===== src/rtl/aes_sbox_col_collect.sv =====
// Collects masked S-box columns into a 128-bit shared state word, adding the AES
// affine constant on share 0 and tracking S-box pipeline occupancy with credits.
module aes_sbox_col_collect #(
    parameter int d       = 2,
    parameter int LATENCY = 4
) (
    input  logic               clk,
    input  logic               rst,
    input  logic               sb_issue,
    output logic               sb_ready,
    input  logic [32*d-1:0]    sb_out,
    output logic [128*d-1:0]   st_out,
    output logic               st_valid,
    input  logic               st_ready,
    output logic               err
);

    logic [2:0]          cnt_q, cnt_d;
    logic [1:0]          col_cnt_q, col_cnt_d;
    logic [LATENCY-1:0]  tag_q, tag_d;
    logic [128*d-1:0]    st_out_q, st_out_d;
    logic                st_valid_q, st_valid_d;
    logic                err_q, err_d;
    logic                accept_s, capture_s, handshake_s;
    logic [32*d-1:0]     col_s;

    // 0x63 placed on share 0 of every bit of every byte lane; other shares untouched.
    function automatic logic [32*d-1:0] affine_mask();
        logic [32*d-1:0] m;
        logic [7:0]      c;
        c = 8'h63;
        m = '0;
        for (int b = 0; b < 4; b++) begin
            for (int j = 0; j < 8; j++) begin
                m[(8*b+j)*d] = c[j];
            end
        end
        return m;
    endfunction

    assign sb_ready    = (cnt_q < 3'd4);
    assign accept_s    = sb_issue & sb_ready;
    assign capture_s   = tag_q[LATENCY-1];
    assign handshake_s = st_valid_q & st_ready;
    assign col_s       = sb_out ^ affine_mask();

    // Next-state logic for credits, tag delay line, column packing and status.
    always_comb begin
        tag_d      = '0;
        cnt_d      = cnt_q;
        col_cnt_d  = col_cnt_q;
        st_out_d   = st_out_q;
        st_valid_d = st_valid_q;
        err_d      = err_q | (sb_issue & ~sb_ready);

        tag_d[0] = accept_s;
        for (int i = 1; i < LATENCY; i++) begin
            tag_d[i] = tag_q[i-1];
        end

        // A handshake only happens at cnt=4, where no issue can be accepted.
        if (handshake_s) begin
            cnt_d = cnt_q - 3'd4;
        end else if (accept_s) begin
            cnt_d = cnt_q + 3'd1;
        end else begin
            cnt_d = cnt_q;
        end

        if (capture_s) begin
            case (col_cnt_q)
                2'd0:    st_out_d[0*32*d +: 32*d] = col_s;
                2'd1:    st_out_d[1*32*d +: 32*d] = col_s;
                2'd2:    st_out_d[2*32*d +: 32*d] = col_s;
                2'd3:    st_out_d[3*32*d +: 32*d] = col_s;
                default: st_out_d = st_out_q;
            endcase
            col_cnt_d = col_cnt_q + 2'd1;
        end else begin
            col_cnt_d = col_cnt_q;
        end

        if (handshake_s) begin
            st_valid_d = 1'b0;
        end else if (capture_s && (col_cnt_q == 2'd3)) begin
            st_valid_d = 1'b1;
        end else begin
            st_valid_d = st_valid_q;
        end
    end

    // State registers; reset drops in-flight tags and partial columns.
    always_ff @(posedge clk) begin
        if (rst) begin
            cnt_q      <= 3'd0;
            col_cnt_q  <= 2'd0;
            tag_q      <= '0;
            st_out_q   <= '0;
            st_valid_q <= 1'b0;
            err_q      <= 1'b0;
        end else begin
            cnt_q      <= cnt_d;
            col_cnt_q  <= col_cnt_d;
            tag_q      <= tag_d;
            st_out_q   <= st_out_d;
            st_valid_q <= st_valid_d;
            err_q      <= err_d;
        end
    end

    assign st_out   = st_out_q;
    assign st_valid = st_valid_q;
    assign err      = err_q;

endmodule

===== config.mk =====
export PLATFORM = sky130hd
export DESIGN_NAME = aes_sbox_col_collect
export DESIGN_NICKNAME = d
export VERILOG_FILES = /design/src/rtl/aes_sbox_col_collect.sv
export SDC_FILE = /design/constraint.sdc
export NUM_CORES = 1
export LEC_CHECK = 0
export CAP_MARGIN = 40
export CORE_UTILIZATION = 25
export DETAILED_ROUTE_END_ITERATION = 8
export HOLD_SLACK_MARGIN = 0.02
export PLACE_DENSITY_LB_ADDON = 0.15
export SYNTH_ARGS = -nofsm -noshare
export SYNTH_HDL_FRONTEND = slang
export SYNTH_SLANG_ARGS = --single-unit

===== constraint.sdc =====
create_clock -name clk -period 1.6 [get_ports clk]
set_input_delay 0.16 -clock clk [delete_from_list [all_inputs] [get_ports clk]]
set_output_delay 0.16 -clock clk [all_outputs]
set_load 0.02 [all_outputs]

# ---- Word level (Yosys, flattened, before mapping)
# Cells that the tools add are included.
# Widths: inputs -> output; s select.
dict set report word_totals {
  register_bits 267
  in_bits 68
  output_inout_bits 259
  elab_cells 32
}
dict set report op_classes {
  n_addsub 3
  magnitude_cmp 1
  eq_ne 3
  n_mux 2
  n_bitwise 6
  reduce_logical 8
}
# operator count
set op_table {}
lappend op_table {{$not 16->16} 1}
lappend op_table {{$reduce_and 2->1} 4}
lappend op_table {{$mux 3} 2}
lappend op_table {{$eq 2x2->1 const B} 2}
lappend op_table {{$add 3x1->3 const B} 1}
lappend op_table {{$and 1x1->1} 3}
lappend op_table {{$lt 3x3->1 const B} 1}
lappend op_table {{$sub 3x3->3 const B} 1}
lappend op_table {{$add 2x1->2 const B} 1}
lappend op_table {{$eq 2x1->1 const B} 1}
lappend op_table {{$logic_not 2->1} 1}
lappend op_table {{$reduce_bool 2->1} 1}
lappend op_table {{$reduce_or 2->1} 1}
lappend op_table {{$logic_and 1x1->1} 1}
lappend op_table {{$not 1->1} 1}
lappend op_table {{$or 1x1->1} 1}

# ---- Longest topological paths before layout
dict set report depth {
  ltp_word 4
  depth_mapped 7
  depth_no_buf 5
}

# ---- Worst setup path after synthesis
# OpenSTA, ideal clock, no wires.
dict set report synth_path {
  path_kind {flip-flop to flip-flop}
  from {register col_cnt_q[0]}
  to {register st_out_q[144], in the netlist st_out[144]}
  setup_ps 86
  arrival_ps 1257
  required_time_ps 1514
  setup_slack_ps 257
  path_stages_with_launch 7
  path_buffers 2
  cell_sequence {dfxtp_1 -> inv_1 -> ha_1 -> and2_4 -> buf_6 -> buf_2 -> a211oi_1}
}
dict set report synth_via {
  elab_chain_cells 2
}
# element line
set synth_rtl {}
lappend synth_rtl {{from (decl)} 19} ;# logic [1:0] col_cnt_q, col_cnt_d;
lappend synth_rtl {{from (signal assigned)} 103} ;# col_cnt_q <= col_cnt_d;
lappend synth_rtl {{$eq 2x2->1} 71} ;# case (col_cnt_q)
lappend synth_rtl {{$reduce_and 2->1 (no line)} n/a}
lappend synth_rtl {{to (signal assigned)} 105} ;# st_out_q <= st_out_d;
lappend synth_rtl {{to (decl)} 21} ;# logic [128*d-1:0] st_out_q, st_out_d;
# Every way passes these cells.
# A chain may end at the register's enable or synchronous reset.

# ---- Final worst setup path
dict set report layout_path {
  from {register cnt_q[2]}
  to {output port sb_ready}
}
dict set report layout_via {
  elab_chain_cells 1
}
# element line
set layout_rtl {}
lappend layout_rtl {{from (decl)} 18} ;# logic [2:0] cnt_q, cnt_d;
lappend layout_rtl {{from (signal assigned)} 102} ;# cnt_q <= cnt_d;
lappend layout_rtl {{$lt 3x3->1} 41} ;# assign sb_ready = (cnt_q < 3'd4);
lappend layout_rtl {{to (decl)} 10} ;# output logic sb_ready,
# Every way passes these cells.

==> results by group <==
Placed design
  • Inst Count DP: 1828
  • Post-DP HPWL: 20700 µm
  • # port buffers: 326
  • Final Wtd Congestion: 0.758
  • Dpl cell area: 0.0130 mm²

Global routing
  • Largest net degree at the start of global routing: 68
  • Initial antenna violation count: 1
  • Tot GR Track Use: 16.4%
  • GR Overflow Total: 0
  • Vias in the first global route: 8186
  • Global-route wire length before repair: 49000 µm

Setup path
  • Setup Crit Path Kind: flip-flop to output pin
  • Crit path DAT: 1.30 ns
  • Critical Path Start Type: flip-flop
  • R2R setup slack: 0.16 ns
  • CP endpoint kind: output pin
  • R2r startpoint: col_cnt_q[0]
  • Stages on worst setup path: 2
  • Critical path peak fanout: 5
  • Top delay family on crit path: flip-flops
  • RR Endpoint: st_out[10]
  • CP Cell Sequence: inv_1, dlygate4sd2_1
  • CP max stage cell: dfxtp_1
  • Buf/Inv on CP: 2
  • Worst path max stage delay: 0.39 ns
  • Worst EP required: 1.44 ns
  • R2R depth: 5

Timing
  • Worst-Margin Slew: 0.357 ns
  • Hold Slack: 0.0640 ns
  • Max Freq: 685 MHz
  • Setup TNS: 0 ns
  • Final Hold Vio Count: 0
  • Slew Limit Fails: 0
  • Minimum clock period: 1.46 ns
  • Final period util: 91.3%
  • RSZ-0062 raised after global routing: no
  • Setup violators final: 0
  • Slew HR: 76.2%
  • Clk_skew: 0.0129 ns

Clock tree
  • Root buffer cell: clkbuf_16
  • Clk slew on worst S/H paths: 0.06 ns
  • Clk Latency, worst-skew pair: 0.56 ns
  • Hold buffer count at cts: 0
  • Clock Sinks: 267
  • CTS tree: yes
  • Num CTS Buffers: 31
  • Buffer depth of the longest clock path: 3
  • H-tree depth: 1

Final layout
  • Multi-input gate area: 0.00339 mm²
  • Area growth, synth to finish: 48.8%
  • Layout cells sized above 1: 5.99%
  • Fin area: 0.0137 mm²
  • Sequential cell area: 0.00535 mm²
  • Non-filler instance count after layout: 1888
  • Nets: 1469
  • Layout fillers: 3878

Pwr
  • Leakage: 5.81 nW
  • Final Power: 14.2 mW
  • Flop pwr share: 47.3%
  • VDD IR-drop max: 0.810 mV
  • Clk pwr share: 48.7%
  • Int Pwr: 11.0 mW
  • Psw: 3.14 mW
  • Comb pwr share: 4.0%
  • Sw Share: 22.2%
  • Pwr/cell area: 1030 mW/mm²

Flow run
  • Maxcap violations: 0

Routing
  • Number of remaining DRC errors: 0
  • Post-DRT Antenna Nets: 0
  • Routed wire per std cell: 16.9 µm
  • Drt pass-1 iters: 5
  • Vias after detailed routing: 8342
  • Vias/cell: 4.42
  • Final wirelength: 31900 µm
  • Initial DRC count: 328

Synthesis
  • Post-Syn Area: 0.00923 mm²
  • Cell variety after synth: 20
  • Syn Area/Cell: 8.42 µm²
  • Post-Synthesis Cells: 1096
  • Syn_nets: 1169
  • Sequential share of the synthesized area: 57.9%
  • FF+latch count, synth: 267
  • Synth warnings: 0

Floorplanning
  • Die H: 194 µm
  • Die area: 0.0377 mm²
  • Std-Cell Rows: 70
  • CORE AREA: 0.0364 mm²
  • Die Wd: 194 µm
  • Initial core utilization: 25.3%
  • IO Count: 327

Min path
  • Min-delay src: rst
  • Worst hold path cell count: 2
  • Hold WC Path Type: primary input to flip-flop
  • Worst Hold End: st_out[75]

Run status
  • Outcome: completed
-- how the worst max path moves through the flow --
stage	from	end	slack [ns]
2_1_floorplan	col_cnt_q[0]	st_out[144]	0.26
3_3_place_gp	sb_issue	cnt_q[0]	0.14
3_5_place_dp	sb_issue	cnt_q[0]	0.13
4_1_cts	cnt_q[2]	sb_ready	0.10
5_1_grt	col_cnt_q[0]	st_out[252]	0.005
6_report	cnt_q[2]	sb_ready	0.14
-- metrics by stage --
stage	utilization [%]	setup slack [ns]
2_1_floorplan	-	0.257
3_3_place_gp	35.7	0.137
3_5_place_dp	35.7	0.126
4_1_cts	37.6	0.102
5_1_grt	37.7	0.00482
6_report	37.7	0.140
-- metal layers --
metal  vias up  part of all wire, %  global-route usage (%)
li1       4186                    -                       -
met1      3885                   43                    20.4
met2       230                   47                    27.1
met3        41                  7.1                    4.82
met4         0                  2.7                    4.85
met5         -                    0                       0
-- synthesized netlist by cell type --
cell,count,area (µm²)
buf_6,13,146
and2_4,4,35.0
a221oi_1,1,8.76
nor2b_1,4,25.0
dfxtp_1,267,5350
buf_1,9,33.8
buf_2,30,150
nor2_1,70,263
mux2i_1,2,20.0
nand2_1,388,1460
clkbuf_1,26,97.6
mux2_2,2,22.5
ha_1,5,62.6
nand2b_1,3,18.8
a311oi_1,1,8.76
buf_4,9,67.6
xnor2_1,1,8.76
a21oi_1,194,971
inv_1,3,11.3
a211oi_1,64,480
-- state kept, by name (all words and copies together) (netlist names) --
signal and count:
st_valid 1, err 1, tag_q 4, col_cnt_q 2
st_out 256, cnt_q 3
-- power by group through the flow --
stage	Sequential, mW	Combinational [mW]	Clock, mW
2_1_floorplan	6.88	0.170	0
3_3_place_gp	6.85	0.593	0
3_5_place_dp	6.85	0.592	0
4_1_cts	6.70	0.576	7.14
5_1_grt	6.70	0.615	7.39
6_report	6.70	0.570	6.89
-- what timing repair did --
action                     in CTS  in global routing
buffers inserted                0                  2
gates resized for setup       259                  1
setup endpoints to repair     259                  2
cloned                          0                  1
-- area by class of cell --
class                   instances  area share (%)
flip-flops and latches        267            38.9
repair buffers                354            24.9
multi-input cells             739            24.7
clock buffers                  46            6.42
well taps                     468            4.26
clock inverters                10           0.756
inverters                       3          0.0820
diodes                          1          0.0182
-- logic make-up (layout without fill, tap and decap cells) --
family | after synthesis | count (layout) | share of synthesized area, %
flops | 267 | 267 | 57.9
simple gates | 469 | 469 | 19.5
other cells | 0 | 1 | 0
mux | 4 | 4 | 0.461
buf+inv | 90 | 413 | 5.49
compound gates | 260 | 260 | 15.9
fa+ha+maj | 5 | 5 | 0.678
xor+xnor | 1 | 1 | 0.0949
-- placed cells by master, fill, tap and decap left out --
master,Yosys,layout
a21oi_1,194,194
clkbuf_16,0,32
clkdlybuf4s50_1,0,66
clkinv_4,0,1
dlygate4sd2_1,0,259
a211oi_1,64,64
mux2_2,2,2
nand2_1,388,384
buf_4,9,8
inv_1,3,3
xnor2_1,1,1
mux2i_1,2,2
buf_12,0,18
a221oi_1,1,1
and2_4,4,4
a311oi_1,1,1
nand2_2,0,4
nor2_1,70,70
buf_16,0,1
clkinv_2,0,7
clkbuf_1,26,10
nand2b_1,3,3
nor2b_1,4,4
ha_1,5,5
clkbuf_8,0,6
bufinv_16,0,2
dfxtp_1,267,267
diode_2,0,1
(Power assumes the default switching activity.)
